$ cat src/rtl/acorn128_session_ctrl.sv
// acorn128_session_ctrl
// Buffers encrypt/decrypt jobs in a small request FIFO and runs them one at a
// time on a single ACORN-128 core.  Each job goes through a core reset, a launch,
// and a bounded wait for core_ready. The result is then held until the consumer
// accepts it.
// Optional feature macro: ACORN_TAG_CHECK_EN. When it is defined, decrypt jobs
// compare the core tag with the expected tag. On a mismatch the plaintext is
// replaced with zeros and res_auth_fail is raised.
module acorn128_session_ctrl #(
    parameter int FIFO_DEPTH      = 4,
    parameter int TIMEOUT         = 1024,
    parameter int CORE_RST_CYCLES = 2,
    parameter int ID_W            = 4
) (
    input  logic            clk,
    input  logic            rst_n,
    // request side
    input  logic            req_valid,
    output logic            req_ready,
    input  logic            req_decrypt,
    input  logic [127:0]    req_key,
    input  logic [127:0]    req_iv,
    input  logic [127:0]    req_text,
    input  logic [127:0]    req_ad,
    input  logic [63:0]     req_len,
    input  logic [127:0]    req_tag,
    input  logic [ID_W-1:0] req_id,
    // result side
    output logic            res_valid,
    input  logic            res_ready,
    output logic [127:0]    res_text,
    output logic [127:0]    res_tag,
    output logic [ID_W-1:0] res_id,
    output logic            res_auth_fail,
    output logic            res_timeout,
    // core side
    output logic            core_rst,
    output logic            core_start,
    output logic            core_encrypt,
    output logic [127:0]    core_key,
    output logic [127:0]    core_iv,
    output logic [127:0]    core_text,
    output logic [127:0]    core_ad,
    output logic [63:0]     core_len,
    input  logic [127:0]    core_text_out,
    input  logic [127:0]    core_tag,
    input  logic            core_ready,
    // status
    output logic            busy
);

    localparam int PTR_W  = $clog2(FIFO_DEPTH);
    localparam int CNT_W  = PTR_W + 1;
    localparam int TCNT_W = $clog2(TIMEOUT);
    localparam int RCNT_W = (CORE_RST_CYCLES > 1) ? $clog2(CORE_RST_CYCLES) : 1;

    localparam logic [CNT_W-1:0]  FIFO_FULL = CNT_W'(FIFO_DEPTH);
    localparam logic [TCNT_W-1:0] TCNT_LAST = TCNT_W'(TIMEOUT - 1);
    localparam logic [RCNT_W-1:0] RCNT_LOAD = RCNT_W'(CORE_RST_CYCLES - 1);

    typedef enum logic [2:0] {
        S_IDLE   = 3'd0,
        S_CRST   = 3'd1,
        S_LAUNCH = 3'd2,
        S_WAIT   = 3'd3,
        S_RESULT = 3'd4
    } state_t;

    // ------------------------------------------------------------------
    // Request FIFO storage
    // ------------------------------------------------------------------
    logic              fifo_decrypt_r [FIFO_DEPTH];
    logic [127:0]      fifo_key_r     [FIFO_DEPTH];
    logic [127:0]      fifo_iv_r      [FIFO_DEPTH];
    logic [127:0]      fifo_text_r    [FIFO_DEPTH];
    logic [127:0]      fifo_ad_r      [FIFO_DEPTH];
    logic [63:0]       fifo_len_r     [FIFO_DEPTH];
    logic [ID_W-1:0]   fifo_id_r      [FIFO_DEPTH];
`ifdef ACORN_TAG_CHECK_EN
    logic [127:0]      fifo_tag_r     [FIFO_DEPTH];
`else
    logic              tag_unused_s;
`endif

    logic [PTR_W-1:0]  wr_ptr_r;
    logic [PTR_W-1:0]  rd_ptr_r;
    logic [CNT_W-1:0]  count_r;

    logic              full_s;
    logic              empty_s;
    logic              push_s;
    logic              pop_s;
    logic              tag_bad_s;

    // ------------------------------------------------------------------
    // Sequencer state and registered outputs
    // ------------------------------------------------------------------
    state_t            state_r;
    logic [RCNT_W-1:0] rst_cnt_r;
    logic [TCNT_W-1:0] tmo_cnt_r;
    logic              core_rst_r;
    logic              core_start_r;
    logic              res_valid_r;
    logic [127:0]      res_text_r;
    logic [127:0]      res_tag_r;
    logic [ID_W-1:0]   res_id_r;
    logic              res_auth_fail_r;
    logic              res_timeout_r;

    assign full_s    = (count_r == FIFO_FULL);
    assign empty_s   = (count_r == '0);
    assign req_ready = !full_s;
    assign push_s    = req_valid && !full_s;
    // The head entry leaves the FIFO only when its result is accepted.
    assign pop_s     = (state_r == S_RESULT) && res_valid_r && res_ready;

    // Core operands come straight from the head entry. The head does not change
    // while a job is in flight because the head is popped only at the result handshake.
    assign core_encrypt = !fifo_decrypt_r[rd_ptr_r];
    assign core_key     = fifo_key_r[rd_ptr_r];
    assign core_iv      = fifo_iv_r[rd_ptr_r];
    assign core_text    = fifo_text_r[rd_ptr_r];
    assign core_ad      = fifo_ad_r[rd_ptr_r];
    assign core_len     = fifo_len_r[rd_ptr_r];

`ifdef ACORN_TAG_CHECK_EN
    assign tag_bad_s = fifo_decrypt_r[rd_ptr_r] && (core_tag != fifo_tag_r[rd_ptr_r]);
`else
    assign tag_bad_s    = 1'b0;
    assign tag_unused_s = ^req_tag;
`endif

    assign core_rst      = core_rst_r;
    assign core_start    = core_start_r;
    assign res_valid     = res_valid_r;
    assign res_text      = res_text_r;
    assign res_tag       = res_tag_r;
    assign res_id        = res_id_r;
    assign res_auth_fail = res_auth_fail_r;
    assign res_timeout   = res_timeout_r;
    assign busy          = !empty_s || (state_r != S_IDLE);

    // Write accepted requests into the FIFO slot at the write pointer
    always_ff @(posedge clk or negedge rst_n) begin
        if (!rst_n) begin
            for (int i = 0; i < FIFO_DEPTH; i++) begin
                fifo_decrypt_r[i] <= 1'b0;
                fifo_key_r[i]     <= '0;
                fifo_iv_r[i]      <= '0;
                fifo_text_r[i]    <= '0;
                fifo_ad_r[i]      <= '0;
                fifo_len_r[i]     <= '0;
                fifo_id_r[i]      <= '0;
`ifdef ACORN_TAG_CHECK_EN
                fifo_tag_r[i]     <= '0;
`endif
            end
        end else if (push_s) begin
            fifo_decrypt_r[wr_ptr_r] <= req_decrypt;
            fifo_key_r[wr_ptr_r]     <= req_key;
            fifo_iv_r[wr_ptr_r]      <= req_iv;
            fifo_text_r[wr_ptr_r]    <= req_text;
            fifo_ad_r[wr_ptr_r]      <= req_ad;
            fifo_len_r[wr_ptr_r]     <= req_len;
            fifo_id_r[wr_ptr_r]      <= req_id;
`ifdef ACORN_TAG_CHECK_EN
            fifo_tag_r[wr_ptr_r]     <= req_tag;
`endif
        end
    end

    // FIFO pointers and occupancy; push and pop may happen on the same edge
    always_ff @(posedge clk or negedge rst_n) begin
        if (!rst_n) begin
            wr_ptr_r <= '0;
            rd_ptr_r <= '0;
            count_r  <= '0;
        end else begin
            if (push_s) begin
                wr_ptr_r <= wr_ptr_r + 1'b1;
            end
            if (pop_s) begin
                rd_ptr_r <= rd_ptr_r + 1'b1;
            end
            case ({push_s, pop_s})
                2'b10:   count_r <= count_r + 1'b1;
                2'b01:   count_r <= count_r - 1'b1;
                default: count_r <= count_r;
            endcase
        end
    end

    // Job sequencer: core reset, launch, bounded wait for ready, result hold
    always_ff @(posedge clk or negedge rst_n) begin
        if (!rst_n) begin
            state_r         <= S_IDLE;
            rst_cnt_r       <= '0;
            tmo_cnt_r       <= '0;
            core_rst_r      <= 1'b1;
            core_start_r    <= 1'b0;
            res_valid_r     <= 1'b0;
            res_text_r      <= '0;
            res_tag_r       <= '0;
            res_id_r        <= '0;
            res_auth_fail_r <= 1'b0;
            res_timeout_r   <= 1'b0;
        end else begin
            case (state_r)
                S_IDLE: begin
                    core_start_r <= 1'b0;
                    if (!empty_s) begin
                        state_r    <= S_CRST;
                        rst_cnt_r  <= RCNT_LOAD;
                        core_rst_r <= 1'b1;
                    end else begin
                        core_rst_r <= 1'b0;
                    end
                end
                S_CRST: begin
                    // The counter is loaded with CORE_RST_CYCLES-1. This keeps
                    // core_rst high for exactly CORE_RST_CYCLES cycles.
                    if (rst_cnt_r == '0) begin
                        state_r      <= S_LAUNCH;
                        core_rst_r   <= 1'b0;
                        core_start_r <= 1'b1;
                    end else begin
                        rst_cnt_r <= rst_cnt_r - 1'b1;
                    end
                end
                S_LAUNCH: begin
                    state_r   <= S_WAIT;
                    tmo_cnt_r <= '0;
                end
                S_WAIT: begin
                    // If core_ready arrives on the same edge as the last
                    // timeout count, core_ready wins and the result is normal.
                    if (core_ready) begin
                        state_r         <= S_RESULT;
                        core_start_r    <= 1'b0;
                        res_valid_r     <= 1'b1;
                        res_text_r      <= tag_bad_s ? 128'd0 : core_text_out;
                        res_tag_r       <= core_tag;
                        res_id_r        <= fifo_id_r[rd_ptr_r];
                        res_auth_fail_r <= tag_bad_s;
                        res_timeout_r   <= 1'b0;
                    end else if (tmo_cnt_r == TCNT_LAST) begin
                        state_r         <= S_RESULT;
                        core_start_r    <= 1'b0;
                        res_valid_r     <= 1'b1;
                        res_text_r      <= '0;
                        res_tag_r       <= '0;
                        res_id_r        <= fifo_id_r[rd_ptr_r];
                        res_auth_fail_r <= 1'b0;
                        res_timeout_r   <= 1'b1;
                    end else begin
                        tmo_cnt_r <= tmo_cnt_r + 1'b1;
                    end
                end
                S_RESULT: begin
                    if (res_ready) begin
                        state_r     <= S_IDLE;
                        res_valid_r <= 1'b0;
                    end
                end
                default: begin
                    state_r      <= S_IDLE;
                    core_rst_r   <= 1'b1;
                    core_start_r <= 1'b0;
                    res_valid_r  <= 1'b0;
                end
            endcase
        end
    end

endmodule

$ cat config.mk
export PLATFORM = sky130hd
export DESIGN_NAME = acorn128_session_ctrl
export DESIGN_NICKNAME = d
export VERILOG_FILES = /design/src/rtl/acorn128_session_ctrl.sv
export SDC_FILE = /design/constraint.sdc
export NUM_CORES = 2
export LEC_CHECK = 0
export BUFFER_PORTS_ARGS = -buffer_cell sky130_fd_sc_hd__buf_2
export CORE_AREA = 3 3 706 708
export DETAILED_ROUTE_END_ITERATION = 16
export DIE_AREA = 0 0 709 711
export GPL_TIMING_DRIVEN = 0
export PLACE_DENSITY_LB_ADDON = 0.1
export SLEW_MARGIN = 25
export SYNTH_ARGS = -nofsm -noshare
export SYNTH_HDL_FRONTEND = slang
export SYNTH_SLANG_ARGS = --single-unit
export TNS_END_PERCENT = 100
$ cat constraint.sdc
create_clock -name clk -period 3.45 [get_ports clk]
set_input_delay 0.1725 -clock clk [delete_from_list [all_inputs] [get_ports clk]]
set_output_delay 0.1725 -clock clk [all_outputs]
set_load 0.01 [all_outputs]
==> Implementation_results.wiki <==
{| class="wikitable"
! Metric !! Value
|-
| Power density of the placed cells || slightly above 1000 nW/µm²
|-
| Number of buffer cells added on primary ports || 1684
|-
| CP Capture Type || output port
|-
| Worst skew pair latency || 950 ps
|-
| Synth async-reset ratio || 100%
|-
| Worst setup slack before clock tree synthesis || -1250 ps
|-
| Final weighted congestion in routability-driven placement || about 0.94
|-
| Data required time at the worst endpoint || 3280 ps
|-
| Type of the worst setup path || reg2out
|-
| Largest net degree at the start of global routing || approximately 130
|-
| CTS tree || yes
|-
| Site Rows || about 260
|-
| Vias in the first global route || ~81000
|-
| Number of cells on the worst reg-to-reg path || 7
|-
| Hold_ws || approximately 110 ps
|-
| Timing-limited maximum frequency || between 300 and 400 MHz
|-
| Max-Cap Viols || 0
|-
| Setup repair after global routing missed its margin || false
|-
| Final wirelength || around 500000 µm
|-
| Root buf cell || sky130_fd_sc_hd__clkbuf_16
|-
| Drt pass-1 iters || 7
|-
| Routed via count divided by cell count || 4.42
|-
| Status || complete, no violations
|-
| Number of endpoints with negative hold slack in the final report || 0
|-
| Cell area after synthesis || approximately 110000 µm²
|-
| Worst IR drop on VDD || between 0.0006 and 0.0007 V
|-
| Main synth FF type || sky130_fd_sc_hd__dfrtp_1
|-
| DRC violations left || 0
|-
| GRT Overall Usage || between 10% and 20%
|-
| Relative max-transition margin || roughly 46%
|-
| Cell-by-cell trace of the critical path || clkbuf_2 > buf_1 > mux4_2 > buf_2
|-
| Area of the die || approximately 500000 µm²
|-
| Sequential cell area || 65300 µm²
|-
| CP arrival || 3040 ps
|-
| Launch instance of the worst register-to-register path || count_r[1]
|-
| Proportion of synthesized chip area in sequential cells || 59.4%
|-
| Total count of max-transition violations in the final report || 0
|-
| Vertical die dimension || slightly above 700 µm
|-
| Count of routing violations after the opening detailed-route iteration || between 3000 and 4000
|-
| Detailed-route wire length per cell || roughly 30 µm
|-
| Post-synth net total || 7330
|-
| Biggest fanout along the worst timing path || 10
|-
| Worst min-delay path category || in2reg
|-
| Static Leakage || 0.0658 µW
|-
| Flip-flop and latch count after synthesis || ~2600
|-
| Clock skew after layout || between 50 and 60 ps
|-
| Sum of overflow across all layers after global routing || 0
|-
| Startpoint of the worst setup timing path || rd_ptr_r[1]
|-
| Post-layout nets || around 11000
|-
| Half-perimeter wire length of the detailed placement result || ~370000 µm
|-
| Final critical-path share of the clock period || 93.3%
|-
| Final worst setup slack || ~230 ps
|-
| Synth warnings || 0
|-
| Count of nets left with antenna violations after detail routing || 0
|-
| Multi-input logic area || approximately 42000 µm²
|-
| Total clock buffers created by CTS || ~340
|-
| Slew at the pin closest to its max-slew limit || 814 ps
|-
| Post-synth EDFFs || 0
|-
| Share of layout cells above drive strength 1 || between 50 and 60%
|-
| Average cell area after synthesis || roughly 17 µm²
|-
| Boundary Pins || between 1500 and 2000
|-
| Clock transition time at the flip-flop clock pins of the worst setup and hold paths || about 60 ps
|-
| Number of cells on the worst hold path || 3
|-
| Area growth, synth to finish || 39.0%
|-
| Post-synthesis cell count || about 6400
|-
| Critical Path Max Stage Delay || about 640 ps
|-
| Die outline width || 709 µm
|-
| Maximum clock insertion buffer count || 4
|-
| Sinks on the clock net || about 2600
|-
| Power after layout || between 150000 and 200000 µW
|-
| Starting density of the core || roughly 22%
|-
| Worst Hold Launch || req_iv[55]
|-
| Setup TNS Final || 0 ps
|-
| Endpoints failing setup || 0
|-
| Kind of launch point of the worst setup path || register
|-
| Antenna violations before repair || 281
|-
| Core area || 493000 µm²
|-
| CTS H-Tree Depth || 5
|-
| Fill cell instance count of the final layout || between 40000 and 50000
|-
| Minimum period implied by the final worst setup slack || approximately 3200 ps
|-
| Cell with the largest stage delay on the worst path || sky130_fd_sc_hd__buf_1
|-
| Wire length of the first global-routing pass || between 600000 and 700000 µm
|-
| Total number of vias || 73340
|-
| Unique cell type count in the Yosys netlist || between 40 and 50
|}
## report_power, final
part           switching, µW  internal, µW
clock network          14700         21200
logic                  34800         31800
registers               7720         46300
total                  57200         99300
## through the flow
stage / util (%) / std cells / cell area (µm²)
2_1_floorplan: - / 6353 / 110000
3_3_place_gp: 25.6 / 14537 / 126000
3_5_place_dp: 25.9 / 14579 / 128000
4_1_cts: 30.9 / 16505 / 152000
5_1_grt: 31.0 / 16549 / 153000
6_report: 31.0 / 16597 / 153000
## path summary, 6_finish.rpt
path | endpoint | slack, ps
min in group asynchronous | fifo_ad_r[151] | 410
setup / recovery | core_text[98] | 230
setup reg to reg | fifo_key_r[315] | 260
hold / removal | fifo_iv_r[439] | 110
hold reg to reg | fifo_iv_r[430] | 490
max in group asynchronous | res_tag[56] | 430
## cell families after synthesis
kind of cell,after synthesis,synth area share (%)
buffers and inverters,465,2.08
muxes,2912,35.8
other,1,0.00341
DFF,2609,59.4
adders and majority gates,7,0.0866
and+or+nand+nor,59,0.277
xor gates and xnor gates,6,0.0478
AOI/OAI and AO/OA,294,2.27
## state kept, by name, indices dropped and copies added (netlist names), 2 cells and up
register and flops:
wr_ptr_r 2, fifo_text_r 512, res_text 128, count_r 3
fifo_decrypt_r 4, tmo_cnt_r 10, rd_ptr_r 2, fifo_id_r 16
fifo_len_r 256, fifo_ad_r 512, fifo_iv_r 512, res_tag 128
state_r 3, fifo_key_r 512, res_id 4
## cells in the mapped netlist, types with 2 or more instances
| cell type | n | area [µm²] |
|---|---|---|
| sky130_fd_sc_hd__a21oi_1 | 11 | 55.1 |
| sky130_fd_sc_hd__a22o_1 | 256 | 2240 |
| sky130_fd_sc_hd__a311oi_1 | 2 | 17.5 |
| sky130_fd_sc_hd__a31oi_1 | 4 | 25.0 |
| sky130_fd_sc_hd__and4_1 | 3 | 26.3 |
| sky130_fd_sc_hd__buf_1 | 22 | 82.6 |
| sky130_fd_sc_hd__buf_2 | 347 | 1740 |
| sky130_fd_sc_hd__buf_4 | 3 | 22.5 |
| sky130_fd_sc_hd__buf_6 | 12 | 135 |
| sky130_fd_sc_hd__clkbuf_1 | 67 | 251 |
| sky130_fd_sc_hd__dfrtp_1 | 2608 | 65300 |
| sky130_fd_sc_hd__ha_1 | 6 | 75.1 |
| sky130_fd_sc_hd__inv_1 | 13 | 48.8 |
| sky130_fd_sc_hd__mux2_1 | 82 | 923 |
| sky130_fd_sc_hd__mux2_2 | 2247 | 25300 |
| sky130_fd_sc_hd__mux2i_1 | 2 | 20.0 |
| sky130_fd_sc_hd__mux4_2 | 581 | 13100 |
| sky130_fd_sc_hd__nand2_1 | 18 | 67.6 |
| sky130_fd_sc_hd__nand2b_1 | 4 | 25.0 |
| sky130_fd_sc_hd__nand3_1 | 6 | 30.0 |
| sky130_fd_sc_hd__nand3b_1 | 2 | 15.0 |
| sky130_fd_sc_hd__nand4_1 | 3 | 18.8 |
| sky130_fd_sc_hd__nor2_1 | 10 | 37.5 |
| sky130_fd_sc_hd__nor2b_1 | 2 | 12.5 |
| sky130_fd_sc_hd__nor3_1 | 3 | 15.0 |
| sky130_fd_sc_hd__nor4_1 | 2 | 12.5 |
| sky130_fd_sc_hd__o21ai_0 | 9 | 45.0 |
| sky130_fd_sc_hd__o31ai_1 | 2 | 15.0 |
| sky130_fd_sc_hd__or4_1 | 2 | 15.0 |
| sky130_fd_sc_hd__xnor2_1 | 3 | 26.3 |
| sky130_fd_sc_hd__xor2_1 | 3 | 26.3 |
## what timing repair did
action	CTS	global route
endpoints found under the setup margin	739	7
hold buffers	1320	0
hold endpoints to repair	3011	0
gates cloned	1	0
setup buffers	2	0
resized for setup	117	4
## cell usage in the layout (no fill, tap or decap), drive strengths merged, types with 3 or more instances in the layout
cell         instances
diode               92
inv                 19
clkinv              69
dfrtp             2608
xor2                 3
and4                 3
nor3                 3
nand2               18
ha                   6
xnor2                3
bufinv              17
nand2b               4
mux2              2329
o21ai                9
nand3                7
clkbuf             575
mux4               581
clkinvlp             9
buf               2116
nor2                10
a31oi                4
dlygate4sd3       1310
a21oi               11
nand4                3
a22o               256
## metal layers
layer | wire length [µm] | global-route usage (%) | vias up
li1 | - | - | 30977
met1 | 175000 | 20.2 | 38892
met2 | 253000 | 34.2 | 2237
met3 | 33900 | 5.57 | 1154
met4 | 36800 | 11.9 | 80
met5 | 547 | 0 | -
## area by class of cell
class / instances / share of cell area (%)
Multi-Input combinational cell: 3279 / 27.7
Antenna cell: 92 / 0.151
Buffer: 447 / 1.63
Tap cell: 6500 / 5.33
Inverter: 13 / 0.0320
Clock buffer: 507 / 6.50
Sequential cell: 2609 / 42.8
Timing Repair Buffer: 3049 / 15.0
Clock inverter: 101 / 0.866
## critical path: cells and delay by family, from the launching register on
| kind | cells | cell delay [ps] |
|---|---|---|
| buf+inv | 3 | 1130 |
| flops | 1 | 510 |
| mux | 1 | 470 |
Power figures use the tool's default switching activity.
